`config.mk`:
```
export PLATFORM = sky130hd
export DESIGN_NAME = fila_instrucoes_param
export DESIGN_NICKNAME = d
export VERILOG_FILES = /design/src/rtl/fila_pkg.sv /design/src/rtl/fila_mem.sv /design/src/rtl/fila_instrucoes_param.sv
export SDC_FILE = /design/constraint.sdc
export NUM_CORES = 1
export LEC_CHECK = 0
export BUFFER_PORTS_ARGS = -buffer_cell sky130_fd_sc_hd__buf_2
export CAP_MARGIN = 30
export CORE_ASPECT_RATIO = 1.5
export CORE_MARGIN = 2
export CORE_UTILIZATION = 45
export DETAILED_ROUTE_END_ITERATION = 16
export MAX_ROUTING_LAYER = met4
export PLACE_DENSITY_LB_ADDON = 0.1
export SYNTH_ARGS = -nofsm -noshare
export SYNTH_HDL_FRONTEND = slang
export SYNTH_SLANG_ARGS = --single-unit
```
`constraint.sdc`:
```
create_clock -name Clock -period 5.93 [get_ports Clock]
set_clock_uncertainty 0.15 [all_clocks]
set_input_delay 0.593 -clock Clock [delete_from_list [all_inputs] [get_ports Clock]]
set_output_delay 0.593 -clock Clock [all_outputs]
set_load 0.02 [all_outputs]
```
`src/rtl/fila_pkg.sv`:
```
`default_nettype none
// ============================================================================
// Module      : fila_pkg
// Description : Shared definitions for the parametrised instruction queue:
//               default geometry, a ceil-log2 helper for pointer and
//               occupancy widths, and the NOP word shown on an empty head.
// Revision    : 1.0 - initial release
// ============================================================================
package fila_pkg;

  localparam int INSTR_W_DEF = 16;
  localparam int DEPTH_DEF   = 16;

  // Word presented on the head output while the queue is empty.
  localparam int unsigned INSTR_NOP = 0;

  // Ceil-log2, used for pointer width (DEPTH) and occupancy width (DEPTH+1).
  function automatic int clog2(input int value);
    int r = 0;
    int v = value - 1;
    while (v > 0) begin
      r = r + 1;
      v = v >> 1;
    end
    return r;
  endfunction

endpackage
`default_nettype wire

```
`src/rtl/fila_mem.sv`:
```
`default_nettype none
// ============================================================================
// Module      : fila_mem
// Description : DEPTH x INSTR_W register array, one synchronous write port
//               and two asynchronous read ports (head and head+1).
// Ports       : clk            - rising-edge clock for the write port
//               we/waddr/wdata - write enable, address, data
//               raddr0/rdata0  - first asynchronous read port
//               raddr1/rdata1  - second asynchronous read port
// Revision    : 1.0 - initial release
// ============================================================================
module fila_mem #(
  parameter int INSTR_W = 16,
  parameter int DEPTH   = 16,
  parameter int PTR_W   = 4
) (
  input  logic               clk,
  input  logic               we,
  input  logic [PTR_W-1:0]   waddr,
  input  logic [INSTR_W-1:0] wdata,
  input  logic [PTR_W-1:0]   raddr0,
  input  logic [PTR_W-1:0]   raddr1,
  output logic [INSTR_W-1:0] rdata0,
  output logic [INSTR_W-1:0] rdata1
);

  // Storage has no reset: contents are only ever read behind valid pointers.
  logic [INSTR_W-1:0] mem_q [DEPTH];

  always_ff @(posedge clk) begin
    if (we) begin
      mem_q[waddr] <= wdata;
    end
  end

  assign rdata0 = mem_q[raddr0];
  assign rdata1 = mem_q[raddr1];

endmodule
`default_nettype wire

```
`src/rtl/fila_instrucoes_param.sv`:
```
`default_nettype none
// ============================================================================
// Module      : fila_instrucoes_param
// Description : Parametrised show-ahead instruction queue between fetch and
//               dispatch. Push/pop with occupancy count, almost-full flag,
//               synchronous flush and one-cycle rejection pulses.
//               Optional macro FILA_DUAL_POP_EN adds a second pop port
//               (Pop2) with a head+1 output for dual-issue dispatch.
// Ports       : Clock, Reset (async, active-high)
//               Push/Din, Pop, Flush           - control and write data
//               Instrucao_Despachada, Valid    - show-ahead head
//               Full, Empty, Almost_Full, Count - occupancy status
//               Push_Rejeitado, Pop_Rejeitado  - dropped-request pulses
//               Pop2, Instrucao_Despachada2, Valid2 (FILA_DUAL_POP_EN only)
// Revision    : 1.0 - initial release
// ============================================================================
module fila_instrucoes_param
  import fila_pkg::*;
#(
  parameter int INSTR_W  = INSTR_W_DEF,
  parameter int DEPTH    = DEPTH_DEF,
  parameter int AF_LEVEL = DEPTH - 2
) (
  input  logic                        Clock,
  input  logic                        Reset,
  input  logic                        Push,
  input  logic [INSTR_W-1:0]          Din,
  input  logic                        Pop,
  input  logic                        Flush,
  output logic [INSTR_W-1:0]          Instrucao_Despachada,
  output logic                        Valid,
  output logic                        Full,
  output logic                        Empty,
  output logic                        Almost_Full,
  output logic [clog2(DEPTH+1)-1:0]   Count,
  output logic                        Push_Rejeitado,
  output logic                        Pop_Rejeitado
`ifdef FILA_DUAL_POP_EN
  ,
  input  logic                        Pop2,
  output logic [INSTR_W-1:0]          Instrucao_Despachada2,
  output logic                        Valid2
`endif
);

  localparam int PTR_W = clog2(DEPTH);
  localparam int CNT_W = clog2(DEPTH + 1);

  logic [PTR_W-1:0]   rd_ptr_q, rd_ptr_d;
  logic [PTR_W-1:0]   wr_ptr_q, wr_ptr_d;
  logic [CNT_W-1:0]   count_q, count_d;
  logic               push_rej_q, push_rej_d;
  logic               pop_rej_q, pop_rej_d;

  logic               full, empty, two_plus;
  logic               push_ok, pop_ok, pop_rej;
  logic [1:0]         pop_cnt;
  logic [PTR_W-1:0]   rd_addr1;
  logic [INSTR_W-1:0] rd_data0, rd_data1;

  assign full     = (count_q == CNT_W'(DEPTH));
  assign empty    = (count_q == '0);
  assign two_plus = (count_q >= CNT_W'(2));
  assign rd_addr1 = rd_ptr_q + PTR_W'(1);

  // A full queue still takes a push when a pop frees the head slot in the
  // same cycle; the pop is always accepted then, since full implies non-empty.
  assign push_ok = Push & (~full | Pop);
  assign pop_ok  = Pop & ~empty;

`ifdef FILA_DUAL_POP_EN
  logic pop2_ok;
  // Second entry leaves only alongside the first and only if it exists.
  assign pop2_ok = Pop & Pop2 & two_plus;
  assign pop_cnt = {1'b0, pop_ok} + {1'b0, pop2_ok};
  assign pop_rej = (Pop & empty) | (Pop2 & ~Pop) | (Pop & Pop2 & ~two_plus);
`else
  assign pop_cnt = {1'b0, pop_ok};
  assign pop_rej = Pop & empty;
`endif

  always_comb begin
    rd_ptr_d   = rd_ptr_q;
    wr_ptr_d   = wr_ptr_q;
    count_d    = count_q;
    push_rej_d = 1'b0;
    pop_rej_d  = 1'b0;
    if (Flush) begin
      // Flush discards everything; concurrent requests are silently dropped.
      rd_ptr_d = '0;
      wr_ptr_d = '0;
      count_d  = '0;
    end else begin
      if (push_ok) begin
        wr_ptr_d = wr_ptr_q + PTR_W'(1);
      end
      rd_ptr_d   = rd_ptr_q + PTR_W'(pop_cnt);
      count_d    = count_q + CNT_W'(push_ok) - CNT_W'(pop_cnt);
      push_rej_d = Push & ~push_ok;
      pop_rej_d  = pop_rej;
    end
  end

  always_ff @(posedge Clock or posedge Reset) begin
    if (Reset) begin
      rd_ptr_q   <= '0;
      wr_ptr_q   <= '0;
      count_q    <= '0;
      push_rej_q <= 1'b0;
      pop_rej_q  <= 1'b0;
    end else begin
      rd_ptr_q   <= rd_ptr_d;
      wr_ptr_q   <= wr_ptr_d;
      count_q    <= count_d;
      push_rej_q <= push_rej_d;
      pop_rej_q  <= pop_rej_d;
    end
  end

  fila_mem #(
    .INSTR_W (INSTR_W),
    .DEPTH   (DEPTH),
    .PTR_W   (PTR_W)
  ) u_mem (
    .clk    (Clock),
    .we     (push_ok & ~Flush),
    .waddr  (wr_ptr_q),
    .wdata  (Din),
    .raddr0 (rd_ptr_q),
    .raddr1 (rd_addr1),
    .rdata0 (rd_data0),
    .rdata1 (rd_data1)
  );

  assign Instrucao_Despachada = empty ? INSTR_W'(INSTR_NOP) : rd_data0;
  assign Valid          = ~empty;
  assign Full           = full;
  assign Empty          = empty;
  assign Almost_Full    = (count_q >= CNT_W'(AF_LEVEL));
  assign Count          = count_q;
  assign Push_Rejeitado = push_rej_q;
  assign Pop_Rejeitado  = pop_rej_q;

`ifdef FILA_DUAL_POP_EN
  assign Instrucao_Despachada2 = two_plus ? rd_data1 : INSTR_W'(INSTR_NOP);
  assign Valid2                = two_plus;
`else
  // Second read port only feeds the dual-issue outputs.
  logic unused_rd_data1;
  assign unused_rd_data1 = ^rd_data1;
`endif

endmodule
`default_nettype wire

```
* After elaboration in Yosys (flattened, before gate mapping)
Memories as Yosys holds them, arrays and structs flattened. Cells that the tools add are included. Widths: inputs -> output; s select.
Operators by class: add/subtract/negate cells 4, order comparisons 1, eq/ne operators 1, multiplexer cells 9, bitwise operators 10, reduce and logical (&&, ||, !) cells 2
Operator list (count):
- $mux 16 | 1
- $mux 4 | 3
- $add 5x1->5 | 1
- $and 1x1->1 | 5
- $eq 5x5->1 const B | 1
- $ge 5x4->1 const B | 1
- $logic_not 5->1 | 1
- $mux 5 | 1
- $sub 5x1->5 | 1
- $add 4x1->4 | 1
- $add 4x1->4 const B | 1
- $mux 1 | 4
- $not 1->1 | 4
- $reduce_bool 2->1 | 1
- $or 1x1->1 | 1
Word-level totals: flip-flop bits (word level) 15, memory bits (writable) 256, input bits 21, output and inout bits 27, logic and storage cells 33, memories 1
Memories:
- u_mem.mem_q | depth 16, width 16, read ports 1, clocked after Yosys merged registers in 0, wr ports 1, RTL line fila_mem.sv:28 | logic [INSTR_W-1:0] mem_q [DEPTH];

* Logic depth before layout (Yosys ltp)
Gate-level depths: netlist of run 1.
depth in word-level cells 7, depth in mapped cells 14, mapped depth without buffers 13

* Cells and area by module
From an unflattened synthesis of run 1, not the netlist that was laid out.
Second synthesis, totals: cell total of the unflattened synthesis 657, area total of the unflattened synthesis 12772.2 um^2
Modules (own cells, without submodules):
- fila_mem | times used 1, cells each 553, area an instance 11728.7 um^2, seq. area each 7687.4 um^2
- fila_instrucoes_param | times used 1, cells each 104, area an instance 1043.5 um^2, seq. area each 375.4 um^2

* Worst setup path after synthesis of run 1
Ideal clock, no wire load.
kind reg2reg, start point reg count_q[2], in the netlist Count[2], end point mem u_mem.mem_q[8][0] (enable), library setup time 430 ps, arrival 3024 ps, data required time 5350 ps, setup slack 2326 ps, stages on the path, launching flop included 7, path buffers 1, period minus slack after synthesis 3604 ps, cells stage by stage dfrtp_1 inv_1 ha_1 nand4bb_1 o21ai_1 clkbuf_1 nor4_1
Between the ends: cells in the longest elaborated chain, start to end 7
RTL lines:
- start, declared | RTL line fila_instrucoes_param.sv:51 | logic [CNT_W-1:0] count_q, count_d;
- start signal, assigned | RTL line fila_instrucoes_param.sv:114 | count_q <= count_d;
- $eq 5x5->1 | RTL line fila_instrucoes_param.sv:61 | assign full = (count_q == CNT_W'(DEPTH));
- $not 1->1 | RTL line fila_instrucoes_param.sv:68 | assign push_ok = Push & (~full | Pop);
- $or 1x1->1 | RTL line fila_instrucoes_param.sv:68
- $and 1x1->1 | RTL line fila_instrucoes_param.sv:68
- $and 1x1->1 | RTL line fila_instrucoes_param.sv:126 | .we (push_ok & ~Flush),
- $mux 1 | RTL line fila_mem.sv:31 | if (we) begin
- $mux 1 (implied by the code) | RTL line fila_mem.sv:32 | mem_q[waddr] <= wdata;
- end, declared | RTL line fila_mem.sv:28
No other way between the ends.

* Final worst setup path of run 1
start point reg rd_ptr_q[1], end point out Instrucao_Despachada[4]
Between the ends: cells in the longest elaborated chain, start to end 2
RTL lines:
- start, declared | RTL line fila_instrucoes_param.sv:49 | logic [PTR_W-1:0] rd_ptr_q, rd_ptr_d;
- start signal, assigned | RTL line fila_instrucoes_param.sv:112 | rd_ptr_q <= rd_ptr_d;
- $mem_v2 16x16
- $mux 16 | RTL line fila_instrucoes_param.sv:135 | assign Instrucao_Despachada = empty ? INSTR_W'(INSTR_NOP) : rd_data0;
- end, declared | RTL line fila_instrucoes_param.sv:30 | output logic [INSTR_W-1:0] Instrucao_Despachada,
No other way between the ends.

==> results.cfg, run 1 <==
[final_layout]
fin_nets = 617
antenna_cells = 0
layout_common_cells = edfxtp_1 (256), mux4_2 (64), buf_2 (47)
synthToLayoutAreaGrowth_pct = 14.84
drive_gt1_share_pct = 33.89
n_fill_cell = 1847
multi_input_area_mm2 = 0.002575
final_common_cell = edfxtp_1
seqCellArea_mm2 = 0.008068

[floorplan]
die_h_um = 193.2
core-area_mm2 = 0.02357
die_area_mm2 = 0.02514
die_w_um = 130.1
num_rows = 69
start_util_pct = 45.56
io_pins = 48

[timing]
max_slew_margin_pct = 36.10
holdWs_ns = -0.003274
fin_crit_ns = 3.834
fin_crit_sh_pct = 64.65
rsz0062_at_grt = no
slew_violations = 0
finalSetupViolCount = 0
hold_viol_final = 4
fmax_mhz = 260.9
tightest_slew_ns = 0.9534
fin_setup_tns_ns = 0

[route]
route.detailed.drc = 0
routed_wl_mm = 23.43
via_per_inst = 5.664
via_count = 5183
first_iter_violations = 383
routedWlPerCell_um = 25.61
ant_nets = 0
firstDrtPassIters = 4

[yosys]
syn_avg_cell_area_um2 = 21.14
synthArstFlopShare_pct = 5.535
yosysWarnings = 0
synth_edf_count = 256
synthCells = 508
ys_types = 39
syn_area_mm2 = 0.01074
ys_ff_latch = 271
synth-seq-area-share_pct = 75.09
synthesis.nets = 545
synthFlopType = edfxtp_1

[critical_path]
crit_type = flop to primary output
cpPeakStageDelay_ns = 0.96
worstPathRequired_ns = 5.19
rrSetupSlack_ns = 2.60
cp-end-kind = primary output
critical_path_arrival_ns = 3.09
ff2ff_path_depth = 13
cp_cell_sequence = buf_4 > mux4_2 > a22oi_1 > o21ai_0 > buf_2
worstPathMaxFanout = 34
critPathSlowestCell = dfrtp_2
timing.rr.start = Count[2]
reg2reg_to = Count[4]
cp-start-kind = flop
crit_end = Instrucao_Despachada[4]
critPathLaunch = rd_ptr_q[1]

[clock_tree]
clock-sinks = 271
cts_hold_buffers = 0
insertion_delay_ns = 0.51
h-tree-depth = 1
cts_tree = yes
cts_root_buf = clkbuf_16
numCtsBuffers = 25
clk_path_buf_depth = 3
clkTransAtPathRegs_ns = 0.07
post_cts_resized = 0
postCtsSetupBuffers = 0

[outcome]
outcome = finished with violations
violations = hold timing

[grt]
grt_pass1_wl_mm = 34.90
top_usage_layer = met2
grt_max_degree = 35
antenna_found_initial = 0
first_global_vias = 5482
grt.overflow.total = 0
grtUsageMet1_pct = 26.12
met3_usage_pct = 2.483
grt_usage_pct = 20.01
use_met2_pct = 33.95

[flow_run]
maxCapViolations = 0

[power_and_ir_drop]
switchingPower_w = 0.001368
sw_frac_of_total_pct = 27.81
p_clk_share_pct = 32.4
ir_drop_mv = 0.2256
pwr-share-seq_pct = 45.2
pwr-share-comb_pct = 22.4
power_density_mw_per_mm2 = 398.9
intPower_w = 0.003551
finalPower_w = 0.004919
power_leakage_nw = 3.963

[placement]
portBuffers = 47
gp_congestion = 0.7396
dp_hpwl_mm = 13.60

[worst_hold_path]
hp-class = primary input to async pin
how the worst min path moves through the flow:
stage                startpoint     endpoint  slack [ns]  cells past startpoint
finish                    Reset  wr_ptr_q[2]      -0.003                      2
global route              Reset     Count[2]        0.02                      2
CTS                       Reset     Count[2]        0.01                      2
detailed placement  rd_ptr_q[2]  rd_ptr_q[2]        0.49                      2
global placement    wr_ptr_q[1]  wr_ptr_q[1]        0.44                      2
floorplan                 Reset     Count[0]        0.34                      1
sequential cells by signal, summed over array words and instances (netlist names):
register and cells:
Count 5, Pop_Rejeitado 1, Push_Rejeitado 1, rd_ptr_q 4, u_mem.mem_q 256, wr_ptr_q 4
stage by stage:
| stage | setup slack [ns] | utilization, % | cell area [µm²] | instances |
|---|---|---|---|---|
| 2_1_floorplan | 2.326 | - | 10740 | 508 |
| 3_3_place_gp | 2.406 | 48.72 | 11480 | 869 |
| 3_5_place_dp | 2.519 | 48.87 | 11520 | 871 |
| 4_1_cts | 1.955 | 52.27 | 12320 | 914 |
| 5_1_grt | 1.956 | 52.32 | 12330 | 915 |
| 6_report | 2.096 | 52.32 | 12330 | 915 |
power groups by stage:
stage / clock network [W] / registers, W / logic (W)
floorplan: 0 / 0.00223 / 0.000783
global route: 0.00169 / 0.00224 / 0.00120
finish: 0.00159 / 0.00222 / 0.00110
global placement: 0 / 0.00233 / 0.00102
CTS: 0.00163 / 0.00223 / 0.00112
detailed placement: 0 / 0.00227 / 0.00111
cells in the mapped netlist (2+ instances only):
master,count,share of area [%]
mux4_2,64,13
edfxtp_1,256,72
nand3b_1,3,0.21
a21oi_1,3,0.14
nor3_1,10,0.47
a22oi_2,10,1.2
nor4_1,4,0.23
nand2b_1,5,0.29
xnor2_1,3,0.24
clkbuf_1,13,0.45
nor2b_1,4,0.23
nand3_1,2,0.093
o21ai_0,7,0.33
o21ai_1,11,0.51
nor2_1,12,0.42
or3b_2,2,0.16
a22oi_1,6,0.42
o211ai_1,2,0.14
ha_1,15,1.7
xor2_1,3,0.24
nand2_1,4,0.14
inv_1,13,0.45
buf_2,10,0.47
dfrtp_1,15,3.5
mux2i_1,17,1.6
worst max-delay path: cells and delay by family, from the launching register on:
family | cells | cell delay (ns)
flops | 1 | 0.96
buf+inv | 2 | 0.79
mux | 1 | 0.40
compound gates | 2 | 0.38
logic make-up (layout without fill, tap and decap cells):
group | after synthesis | in the layout | share of synthesized area, %
buf+inv | 39 | 127 | 1.690
simple gates | 54 | 54 | 2.948
flops | 271 | 271 | 75.09
fa+ha+maj | 16 | 16 | 1.934
xor+xnor | 6 | 6 | 0.4895
mux | 81 | 81 | 15.01
compound gates | 41 | 41 | 2.843
cell type report:
cell class                      instances  area share [%]
Inverter                               13          0.3957
Clock inverter                         14           1.147
Multi-Input combinational cell        198           20.88
Clock buffer                           29           5.357
Tap cell                              319           3.237
Sequential cell                       271           65.42
Timing Repair Buffer                   71           3.561
layer usage:
layer	routed length (µm)	part of all wire [%]
met1	9874	42
met2	12270	52
met3	914	3.9
met4	375	1.6
met5	0	0
Note: power is estimated with default switching activity, not from simulation.
==> inputs of run 2 (changes only) <==
ABC_AREA = 1   (was unset)
clock period = 3.2 ns   (was 5.93 ns; I/O delays follow)
==> run 2 against run 1 <==
The flow now finishes without violations. Sequential share of layout area fell by 3.6 points. Core utilization up 1.1 points. Sequential cell count unchanged. Critical endpoint is now Instrucao_Despachada[5]. Largest power group unchanged. Highest routed layer unchanged.
==> results.cfg, run 2 <==
[outcome]
outcome = finished, final reports clean

[yosys]
synth_edf_count = 256
ys_ff_latch = 271
syn_area_mm2 = 0.01123
syn_avg_cell_area_um2 = 11.61
ys_top_cells_by_area = edfxtp_1 (68%), nand2_1 (11%), nand3_1 (8.8%)
ys_types = 23
synthArstFlopShare_pct = 5.535
post-synth-top-count-cell = nand2_1
synthFlopType = edfxtp_1
synth_top_area_cell = edfxtp_1
synthCells = 967
synth-seq-area-share_pct = 71.80
yosysWarnings = 0
synthesis.nets = 1004
synth_top_area_share_pct = 68.46
synth_commonest_cells = nand2_1 (333), edfxtp_1 (256), nand3_1 (198)

[floorplan]
core-area_mm2 = 0.02444
die_area_mm2 = 0.02626
io_pins = 48
die_w_um = 133.0
die_h_um = 197.5
num_rows = 70
start_util_pct = 45.95

[route]
route.detailed.drc = 0
first_iter_violations = 579
ant_nets = 0
via_per_inst = 5.289
via_count = 7362
routed_wl_mm = 28.08
routedWlPerCell_um = 20.17
firstDrtPassIters = 5

[critical_path]
worstPathRequired_ns = 2.73
critPathLaunch = rd_ptr_q[0]
cp-end-kind = primary output
critical_path.top_delay_family = buffers and inverters
cpPeakStageDelay_ns = 0.60
critPathSlowestCell = dfrtp_4
cp-start-kind = flop
cp_cell_sequence = inv_6 > buf_4 > nand2_1 > nand3_1 > nand3_1 > nand2_1 > nand2_1 > a21oi_1 > buf_2
critical_path_arrival_ns = 2.56
crit_type = flop to primary output
timing.rr.start = Count[3]
crit_top_cell = nand2_1
path_buf_inv = 3
worstPathMaxFanout = 14

[timing]
fin_crit_ns = 3.030
slew_violations = 0
max_slew_margin_pct = 47.87
fmax_mhz = 330.1
rsz0062_at_grt = no
hold_viol_final = 0
fin_crit_sh_pct = 94.67
finalSetupViolCount = 0
holdWs_ns = 0.02636
final.setup.worst_slack_ns = 0.1704
tightest_slew_ns = 0.7771
fin_setup_tns_ns = 0

[clock_tree]
numCtsBuffers = 26
h-tree-depth = 1
clk_path_buf_depth = 3
clkTransAtPathRegs_ns = 0.07
clock-sinks = 271
cts_tree = yes
cts_root_buf = clkbuf_16
insertion_delay_ns = 0.53

[final_layout]
fin_nets = 1087
layout_common_cells = nand2_1 (333), edfxtp_1 (256), nand3_1 (198)
n_fill_cell = 2101
synthToLayoutAreaGrowth_pct = 16.21
largest_register_ffs = 256
fin_area_mm2 = 0.01305
drive_gt1_share_pct = 15.09
largest-register = u_mem.mem_q
final_cells = 1392
final_common_cell = nand2_1

[power_and_ir_drop]
power_density_mw_per_mm2 = 754.7
ir_drop_mv = 0.5670
power_leakage_nw = 4.943

[flow_run]
maxCapViolations = 0

[grt]
grt.overflow.total = 0
grt_usage_pct = 22.45
first_global_vias = 7263
grt_max_degree = 66
antenna_found_initial = 1
grt_pass1_wl_mm = 42.88

[placement]
portBuffers = 47
dp.cells = 1334
dpl_cell_area_mm2 = 0.01208
gp_congestion = 0.7921
dp_slack_ns = 0.2721
dp_hpwl_mm = 16.70

[worst_hold_path]
hp-class = primary input to flop
worstHoldStart = Din[4]
==> run 2: worst paths after layout <==
kind,to,slack [ns],cells past startpoint
max in group asynchronous,rd_ptr_q[0],2.18,3
min reg2reg,wr_ptr_q[1],0.51,2
min,u_mem.mem_q[7][4],0.03,1
min in group asynchronous,Push_Rejeitado,0.25,3
max,Instrucao_Despachada[5],0.17,9
max reg2reg,Count[4],0.30,20
==> run 2: cells by family after synthesis <==
kind of cell	Yosys count	share of synthesized area (%)
compound gates	31	1.437
flops	271	71.80
fa+ha+maj	16	1.850
simple gates	561	21.19
xor+xnor	3	0.2340
buf+inv	85	3.488
==> run 2: final cells by class <==
type / instances / area [µm²] / area share (%)
clock inverters: 8 / 77.57 / 0.5944
multi-input cells: 611 / 2863 / 21.94
well taps: 324 / 405.4 / 3.106
inverters: 31 / 121.4 / 0.9300
flip-flops and latches: 271 / 8068 / 61.82
diodes: 1 / 2.502 / 0.01918
clock buffers: 37 / 732.0 / 5.609
repair buffers: 109 / 780.7 / 5.983
==> run 2: worst reg2reg max path: stages, from the launching register on <==
cell     delay, ns
dfrtp_1       0.41
inv_1         0.10
ha_1          0.16
nand2_1       0.05
nor2_1        0.13
inv_1         0.08
nor2_2        0.10
inv_1         0.07
nand2_1       0.06
inv_1         0.05
ha_1          0.26
inv_1         0.06
ha_1          0.15
inv_1         0.06
fa_1          0.37
inv_1         0.09
nand2_1       0.05
a21oi_1       0.13
nor2_1        0.07
xor2_1        0.13
nor2_1        0.05
==> run 2: repair_timing <==
| action | CTS | global route |
|---|---|---|
| buffers inserted | 0 | 2 |
| setup endpoints to repair | 0 | 12 |
| hold buffers | 9 | 0 |
| endpoints found under the hold margin | 49 | 0 |
| gates resized for setup | 0 | 5 |
==> run 2: power breakdown <==
group          internal (W)  leakage (nW)  switching [W]
clock               0.00167         0.398        0.00127
sequential          0.00396          2.50      0.0000871
combinational      0.000888          2.04        0.00198
total               0.00652          4.94        0.00333
==> run 2: metrics by stage <==
| step | util, % | total power, W |
|---|---|---|
| after global placement | 49.45 | 0.006903 |
| after global routing | 53.41 | 0.01038 |
| after CTS | 53.13 | 0.009851 |
| after floorplan | - | 0.005970 |
| final | 53.41 | 0.009848 |
| after detailed placement | 49.45 | 0.006913 |
==> run 2: routing by layer <==
metal / up-vias / share of wire [%] / global-route usage [%]
met5: - / 0 / -
met4: 0 / 2.4 / 7.049
met3: 51 / 5.0 / 2.515
met2: 207 / 51 / 37.54
met1: 3567 / 42 / 28.96
li1: 3537 / - / -
==> inputs of run 3 (changes only) <==
--- a/config.mk
+++ b/config.mk
@@ -7,3 +7,2 @@
 export LEC_CHECK = 0
-export ABC_AREA = 1
 export BUFFER_PORTS_ARGS = -buffer_cell sky130_fd_sc_hd__buf_2
@@ -15,3 +14,2 @@
 export MAX_ROUTING_LAYER = met4
-export PLACE_DENSITY_LB_ADDON = 0.1
 export SYNTH_ARGS = -nofsm -noshare
==> constraint.sdc (replaced) <==
create_clock -name Clock -period 3.2 [get_ports Clock]
set_clock_uncertainty 0.15 [all_clocks]
set_input_delay 0.64 -clock Clock [delete_from_list [all_inputs] [get_ports Clock]]
set_output_delay 0.64 -clock Clock [all_outputs]
set_load 0.02 [all_outputs]
==> run 3 against run 2 <==
Register-to-register slack got worse by 0.22 ns. Cell count decreased by 32%. Clock power decreased by 6%. Critical path type unchanged. Sequential cell count unchanged. The flow now finishes with violations (setup timing). Non-clock buffer count decreased by 15.
==> results.cfg, run 3 (synthesized netlist as in run 1, its figures left out) <==
[route]
via_count = 5258
first_iter_violations = 418
routedWlPerCell_um = 25.52
routed_wl_mm = 24.01
route.detailed.drc = 0
firstDrtPassIters = 5
via_per_inst = 5.588
ant_nets = 0

[final_layout]
multi_input_area_mm2 = 0.002695
synthToLayoutAreaGrowth_pct = 18.26
largest-register = u_mem.mem_q
final_cells = 941
drive_gt1_share_pct = 40.19
fin_nets = 641
largest_register_ffs = 256
final_common_cell = edfxtp_1
utilization_pct = 53.88
antenna_cells = 0
n_fill_cell = 1832
layout_common_cells = edfxtp_1 (256), mux4_2 (64), buf_2 (39)
seqCellArea_mm2 = 0.008070

[critical_path]
ff2ff_path_depth = 14
cp-start-kind = flop
timing.rr.start = Count[2]
cpPeakStageDelay_ns = 0.48
cp_cell_sequence = inv_2 > ha_4 > or4b_4 > buf_6 > and3_4 > a22oi_2 > o21ai_2 > buf_6
crit_top_cell = buf_6
critical_path_arrival_ns = 2.44
path_buf_inv = 3
worstPathRequired_ns = 2.41
worstPathMaxFanout = 8
rrSetupSlack_ns = 0.08
critPathSlowestCell = or4b_4
reg2reg_to = Count[4]
crit_type = flop to primary output
critical_path.top_delay_family = simple AND/OR/NAND/NOR gates
cp-end-kind = primary output

[clock_tree]
cts_hold_buffers = 0
cts_root_buf = clkbuf_16
clk_path_buf_depth = 3
h-tree-depth = 1
clock-sinks = 271
insertion_delay_ns = 0.52
numCtsBuffers = 25
clkTransAtPathRegs_ns = 0.07
cts_tree = yes

[worst_hold_path]
hp-class = primary input to async pin

[power_and_ir_drop]
power_density_mw_per_mm2 = 739.1
power_leakage_nw = 4.094
ir_drop_mv = 0.5096

[grt]
grt_usage_pct = 20.36
grt_max_degree = 35
antenna_found_initial = 0
grt_pass1_wl_mm = 35.38
grt.overflow.total = 0
first_global_vias = 5565

[timing]
holdWs_ns = 0.03470
rsz0062_at_grt = yes
fin_crit_ns = 3.225
finalSetupViolCount = 5
fin_setup_tns_ns = -0.05291
fin_crit_sh_pct = 100.8
slew_violations = 0
tightest_slew_ns = 0.6213
fmax_mhz = 310.1
hold_viol_final = 0
max_slew_margin_pct = 58.24
final.setup.worst_slack_ns = -0.02519

[floorplan]
die_w_um = 130.1
io_pins = 48
core-area_mm2 = 0.02357
die_area_mm2 = 0.02514
die_h_um = 193.2
num_rows = 69
start_util_pct = 45.56

[placement]
dp_hpwl_mm = 14.11
dp.cells = 882
portBuffers = 47
gp_congestion = 0.7604

[flow_run]
maxCapViolations = 0

[outcome]
violations = setup timing
outcome = finished with violations
-- run 3: cell types whose count changed in the layout (fill, tap and decap cells not counted), sizes merged, moves of 5 or more --
| cell | delta |
|---|---|
| dlygate4sd3 | -9 |
| a22oi | +16 |
| buf | -5 |
| nand3 | -196 |
| a21oi | -18 |
| clkbuf | -10 |
| mux4 | +64 |
| nand2b | +5 |
| inv | -17 |
| nand2 | -330 |
| mux2i | +17 |
| nor3 | -7 |
| o21ai | +10 |
-- run 3: layer usage --
metal	vias to the layer above	wire [µm]	track usage (%)	part of all wire, %
li1	2283	-	-	-
met1	2752	9288	26.88	39
met2	195	12680	33.55	53
met3	28	1624	2.787	6.8
met4	0	418	5.624	1.7
met5	-	0	-	0
-- run 3: area by class of cell --
| cell class | instances | area share (%) |
|---|---|---|
| Clock inverter | 17 | 0.9065 |
| Timing Repair Buffer | 94 | 5.774 |
| Inverter | 13 | 0.3843 |
| Clock buffer | 28 | 5.015 |
| Sequential cell | 271 | 63.55 |
| Tap cell | 319 | 3.143 |
| Multi-Input combinational cell | 199 | 21.22 |
-- run 3: power by group --
part,leakage (nW),internal [W],switching (W)
Sequential,2.50,0.00397,0.0000844
Combinational,1.23,0.00123,0.00134
Clock,0.357,0.00151,0.00125
-- run 3: stage by stage --
| stage | power (W) | area [µm²] | setup slack (ns) |
|---|---|---|---|
| global placement | 0.006316 | 11640 | 0.08243 |
| global route | 0.009780 | 12700 | -0.09666 |
| floorplan | 0.005577 | 10750 | -0.1266 |
| finish | 0.009385 | 12700 | -0.02519 |
| CTS | 0.009389 | 12640 | -0.02980 |
| detailed placement | 0.006361 | 11640 | -0.009621 |
-- run 3: repair_timing --
item / in CTS / in global routing
gates resized for setup: 34 / 19
buffers inserted: 12 / 1
gates cloned: 1 / 0
endpoints found under the setup margin: 17 / 17
pin swaps: 3 / 2
-- run 3: worst max path at each step --
stage                        start  slack [ns]  cells past startpoint                      end
after CTS                 Count[2]       -0.03                      8  Instrucao_Despachada[5]
final                     Count[2]       -0.03                      8  Instrucao_Despachada[5]
after floorplan           Count[2]       -0.13                      5        u_mem.mem_q[0][0]
after detailed placement  Count[3]       -0.01                     13                 Count[4]
after global routing      Count[2]        -0.1                      8  Instrucao_Despachada[5]
after global placement    Count[3]        0.08                     13                 Count[4]
